## src/rtl/imem_loader_pkg.sv

```systemverilog
// Shared types and sizes for the instruction-memory loader
// and the instruction memory it writes.
package imem_pkg;

  localparam int unsigned XLEN       = 64;
  localparam int unsigned INST_BYTES = 4;
  localparam int unsigned MEM_BYTES  = 88;

  typedef enum logic [2:0] {
    IDLE,
    ACCEPT,
    WRITE,
    DONE,
    ERR
  } loader_state_t;

  // Word held while its bytes are streamed out.
  typedef struct packed {
    logic [31:0] data;
    logic        last;
  } word_t;

  // Little-endian byte lane select.
  function automatic logic [7:0] byte_lane(
    input logic [31:0] w,
    input logic [1:0]  idx
  );
    logic [7:0] b;
    unique case (idx)
      2'd0: b = w[7:0];
      2'd1: b = w[15:8];
      2'd2: b = w[23:16];
      2'd3: b = w[31:24];
    endcase
    return b;
  endfunction

endpackage

```

## src/rtl/imem_loader_if.sv

```systemverilog
// Instruction-word stream: host (master) offers words,
// loader (slave) accepts one when word_ready is high.
interface imem_loader_if;

  logic        word_valid;
  logic [31:0] word_data;
  logic        word_last;
  logic        word_ready;

  modport master (
    output word_valid,
    output word_data,
    output word_last,
    input  word_ready
  );

  modport slave (
    input  word_valid,
    input  word_data,
    input  word_last,
    output word_ready
  );

endinterface

```

## src/rtl/imem_loader.sv

```systemverilog
// Byte-serial writer for the instruction memory.
// Ports: clk, rst_n, start, wif (word stream slave),
//   mem_we/mem_waddr/mem_wdata (byte write port),
//   core_hold, done, error (status).
module imem_loader
  import imem_pkg::*;
#(
  parameter int unsigned MEM_BYTES = imem_pkg::MEM_BYTES,
  parameter int unsigned ADDR_W    = XLEN
) (
  input  logic              clk,
  input  logic              rst_n,
  input  logic              start,
  imem_loader_if.slave      wif,
  output logic              mem_we,
  output logic [ADDR_W-1:0] mem_waddr,
  output logic [7:0]        mem_wdata,
  output logic              core_hold,
  output logic              done,
  output logic              error
);

  localparam logic [ADDR_W-1:0] END_A =
    ADDR_W'(MEM_BYTES);
  localparam logic [ADDR_W-1:0] STEP =
    ADDR_W'(INST_BYTES);

  loader_state_t     state_q, state_d;
  logic [ADDR_W-1:0] base_q, base_d;
  logic [1:0]        idx_q, idx_d;
  word_t             held_q, held_d;

  logic hs;
  logic full;

  // word_ready is only ever high in ACCEPT.
  assign hs   = (state_q == ACCEPT) & wif.word_valid;
  assign full = (base_q >= END_A);

  always_ff @(posedge clk or negedge rst_n) begin
    if (!rst_n) begin
      state_q <= IDLE;
      base_q  <= '0;
      idx_q   <= '0;
      held_q  <= '0;
    end else begin
      state_q <= state_d;
      base_q  <= base_d;
      idx_q   <= idx_d;
      held_q  <= held_d;
    end
  end

  always_comb begin
    state_d = state_q;
    base_d  = base_q;
    idx_d   = idx_q;
    held_d  = held_q;
    unique case (state_q)
      IDLE, DONE, ERR: begin
        if (start) begin
          state_d = ACCEPT;
          base_d  = '0;
          idx_d   = '0;
        end
      end
      ACCEPT: begin
        if (hs) begin
          if (full) begin
            // Word offered past the end: dropped.
            state_d = ERR;
          end else begin
            state_d      = WRITE;
            held_d.data  = wif.word_data;
            held_d.last  = wif.word_last;
            idx_d        = '0;
          end
        end
      end
      WRITE: begin
        idx_d = idx_q + 2'd1;
        if (idx_q == 2'd3) begin
          base_d  = base_q + STEP;
          state_d = held_q.last ? DONE : ACCEPT;
        end
      end
      default: state_d = IDLE;
    endcase
  end

  // Moore decode: outputs depend on registers only.
  always_comb begin
    wif.word_ready = 1'b0;
    mem_we         = 1'b0;
    mem_waddr      = '0;
    mem_wdata      = '0;
    core_hold      = 1'b1;
    done           = 1'b0;
    error          = 1'b0;
    unique case (1'b1)
      (state_q == ACCEPT): wif.word_ready = 1'b1;
      (state_q == WRITE): begin
        mem_we    = 1'b1;
        mem_waddr = base_q + ADDR_W'(idx_q);
        mem_wdata = byte_lane(held_q.data, idx_q);
      end
      (state_q == DONE): begin
        core_hold = 1'b0;
        done      = 1'b1;
      end
      (state_q == ERR): error = 1'b1;
      default: ;
    endcase
  end

endmodule

```

## src/flat_wrapper.sv

```systemverilog
// flat-port wrapper written by rule: the top's interface ports become plain ports
module imem_loader_flat import imem_pkg::*;
#(
  parameter int unsigned MEM_BYTES = imem_pkg::MEM_BYTES,
  parameter int unsigned ADDR_W    = XLEN
)
  (clk, rst_n, start, mem_we, mem_waddr, mem_wdata, core_hold, done, error, wif_word_valid, wif_word_data, wif_word_last, wif_word_ready);
  imem_loader_if wif_i ();
  input  logic clk;
  input  logic rst_n;
  input  logic start;
  output logic mem_we;
  output logic [ADDR_W-1:0] mem_waddr;
  output logic [7:0] mem_wdata;
  output logic core_hold;
  output logic done;
  output logic error;
  input wire logic [$bits(wif_i.word_valid)-1:0] wif_word_valid;
  input wire logic [$bits(wif_i.word_data)-1:0] wif_word_data;
  input wire logic [$bits(wif_i.word_last)-1:0] wif_word_last;
  output wire logic [$bits(wif_i.word_ready)-1:0] wif_word_ready;
  assign wif_i.word_valid = wif_word_valid;
  assign wif_i.word_data = wif_word_data;
  assign wif_i.word_last = wif_word_last;
  assign wif_word_ready = wif_i.word_ready;
  imem_loader #(.MEM_BYTES(MEM_BYTES), .ADDR_W(ADDR_W)) u_core (.clk(clk), .rst_n(rst_n), .start(start), .wif(wif_i), .mem_we(mem_we), .mem_waddr(mem_waddr), .mem_wdata(mem_wdata), .core_hold(core_hold), .done(done), .error(error));
endmodule
```

## config.mk

```make
export PLATFORM = sky130hd
export DESIGN_NAME = imem_loader_flat
export DESIGN_NICKNAME = d
export VERILOG_FILES = /design/src/rtl/imem_loader_pkg.sv /design/src/rtl/imem_loader_if.sv /design/src/rtl/imem_loader.sv /design/src/flat_wrapper.sv
export SDC_FILE = /design/constraint.sdc
export NUM_CORES = 1
export LEC_CHECK = 0
export BUFFER_PORTS_ARGS = -buffer_cell sky130_fd_sc_hd__clkbuf_2
export CORE_MARGIN = 2
export CORE_UTILIZATION = 60
export CTS_CLUSTER_DIAMETER = 80
export DETAILED_ROUTE_END_ITERATION = 8
export PLACE_DENSITY = 0.83
export SETUP_SLACK_MARGIN = 0.15
export SYNTH_ARGS = -nofsm -noshare
export SYNTH_HDL_FRONTEND = slang
export SYNTH_SLANG_ARGS = --single-unit
```

## constraint.sdc

```tcl
create_clock -name clk -period 6.1 [get_ports clk]
set_input_delay 0 -clock clk [delete_from_list [all_inputs] [get_ports clk]]
set_output_delay 0 -clock clk [all_outputs]
set_load 0.005 [all_outputs]
```

==> metrics <==
total track usage 31.6%; top sig layer met4; initial core utilization 62.5%; antenna violations before repair 0; Final Hold Fails 0; Seq pwr share 47.0%; most frequent cells in the layout clkbuf_2, dfrtp_1, nor2_1, nand2_1, and2_1; Syn Area/Cell 9.46 um2; ANT nets after route 0; final setup margin 2350 ps; slowest CP cell o2bb2ai_2; CTS Hold Bufs 35; Sink Count 100; post-detailed-route DRC marker count 0; Post-synth EDFFs 0; pin slew with the least headroom to its limit 1100 ps; type of the worst min-delay path in2reg; Die Span Y 103 um; Tcrit/Tclk final 61.5%; Cell Chain, Critical Path ha_1 > mux2i_1 > o2bb2ai_2 > nand4_2 > or4_1 > nand2_1; post-route total power 1.87 mW; routability cong. 0.907; Max Clock Skew 24.8 ps; buffers plus inverters on the worst setup path 0; grt total ovfl 0; Worst path max stage delay 910 ps; TritonCTS clock tree yes; CP arrival 4060 ps; row count 35; drt initial violations 373; Seq/Total Area, Yosys 42.9%; post-CTS sizing 0; io pins 114; crit path kind reg2reg; I/O Buffers 113; nets 782; data required time of the worst path 6410 ps; prevailing post-synth register cell dfrtp_1; max cap viols 0; cell internal pwr 1.16 mW; startpoint types register; vias in the first global route 5131; Setup violations, final 0; Fillers 679; Die Area 0.0105 mm2; CTS max path bufs 2; Leakage Power 3.27 nW; RSZ-0062 raised after global routing no; Syn. warnings 0; crit path time final 3750 ps; worst-case vdd ir drop 0.000228 V; Sw Ratio 38.0%; via count 5432; met1 WL 6490 um; clock power share 22.8%; pre-CTS setup slack 2470 ps; H-tree levels 3; Final HPWL DP 10200 um; layout cells sized above 1 20.8%; Post-Syn Nets 659; first-pass GRT wire length 25800 um; Die X 103 um; synthesized area 0.00583 mm2; routed wire length 15900 um; register bit total from synthesis 100; number of buffers created by CTS 9; critical path peak fanout 26; Sw Pwr 0.711 mW; Post-CTS Setup Bufs 0; Yosys cell types 56; Comb pwr share 30.2%; Slew HR 26.0%; vias per cell 6.22; antenna cells 0; PD cells 269 mW/mm2; Worst Setup End Kind register; largest net degree at the start of global routing 70; FFs w/ async S/R, synth 100%; status complete, no violations; met3 WL 1160 um; Core Area 0.00933 mm2; Layout Area Growth over Synthesis 19.5%; DR pass1 iterations 7; commonest non-fill, non-tap cell in the layout clkbuf_2; post-route setup TNS 0 ps; f_max 267 MHz; Worst-Skew Late Latency 380 ps; Syn Inst Count 616; clk slew on worst S/H paths 110 ps; DR WL met2 7880 um; drt wl/cell 18.2 um; CTS root buf clkbuf_8; Final Max Tran Viols 0; cell family with most CP delay simple AND/OR/NAND/NOR gates
tightest hold or removal path, stage by stage:
cell	delay (ps)
clkbuf_2	150
nor3_1	60
a32o_1	190
power groups by stage:
stage | logic (mW) | registers [mW] | clock network [mW]
finish | 0.565 | 0.880 | 0.426
global placement | 0.502 | 0.868 | 0
detailed placement | 0.529 | 0.876 | 0
CTS | 0.549 | 0.866 | 0.426
global route | 0.616 | 0.890 | 0.462
floorplan | 0.408 | 0.843 | 0
flip-flops by register name, indices dropped and copies added (netlist names):
| signal | flops |
|---|---|
| u_core.idx_q | 2 |
| u_core.state_q | 3 |
| u_core.held_q | 33 |
| u_core.base_q | 62 |
per-stage QoR:
step / hold slack (ps) / std cells / utilization, % / instance area, um2
finish: 73.6 / 873 / 74.6 / 6960
global route: 87.1 / 873 / 74.6 / 6960
CTS: 60.0 / 873 / 74.6 / 6960
detailed placement: -27.5 / 822 / 68.9 / 6420
global placement: -35.6 / 822 / 68.9 / 6420
floorplan: -296 / 616 / - / 5830
layout make-up:
class / instances / area (um2) / area share [%]
multi-input cells: 462 / 3110 / 44.6
flip-flops and latches: 100 / 2500 / 35.9
repair buffers: 153 / 956 / 13.7
well taps: 129 / 161 / 2.32
clock buffers: 9 / 124 / 1.78
clock inverters: 7 / 65.1 / 0.934
inverters: 13 / 48.8 / 0.701
Yosys cell counts, types with 17 or more instances:
cell / n / area [um2]
clkbuf_1: 28 / 105
or4_1: 20 / 150
and2_1: 55 / 344
mux2_1: 32 / 360
nand3_1: 23 / 115
nand2b_1: 17 / 106
nor2_1: 60 / 225
dfrtp_1: 100 / 2500
nand4_1: 25 / 156
nor4_1: 19 / 119
o211ai_1: 20 / 150
nand2_1: 56 / 210
cells by family after synthesis:
kind of cell | share of synthesized area (%)
buf+inv | 3.80
compound gates | 11.6
fa+ha+maj | 1.29
flops | 42.9
mux | 7.06
simple gates | 30.5
xor+xnor | 2.86
worst paths after layout:
path / from / endpoint / slack (ps) / cells past startpoint
setup / recovery: u_core.idx_q[0] / u_core.base_q[49] / 2350 / 6
hold / removal: start / u_core.state_q[2] / 70 / 3
setup reg to reg: u_core.idx_q[0] / u_core.base_q[49] / 2350 / 6
hold reg to reg: u_core.held_q[4] / u_core.held_q[4] / 510 / 1
max in group asynchronous: rst_n / u_core.state_q[0] / 4780 / 3
min in group asynchronous: rst_n / u_core.base_q[45] / 90 / 2
metal layers:
metal | global-route usage (%) | vias up
met5 | 0 | -
met4 | 11.1 | 0
met3 | 6.24 | 35
met2 | 51.8 | 266
met1 | 42.1 | 2625
li1 | - | 2506
Note: power is estimated with default switching activity, not from simulation.
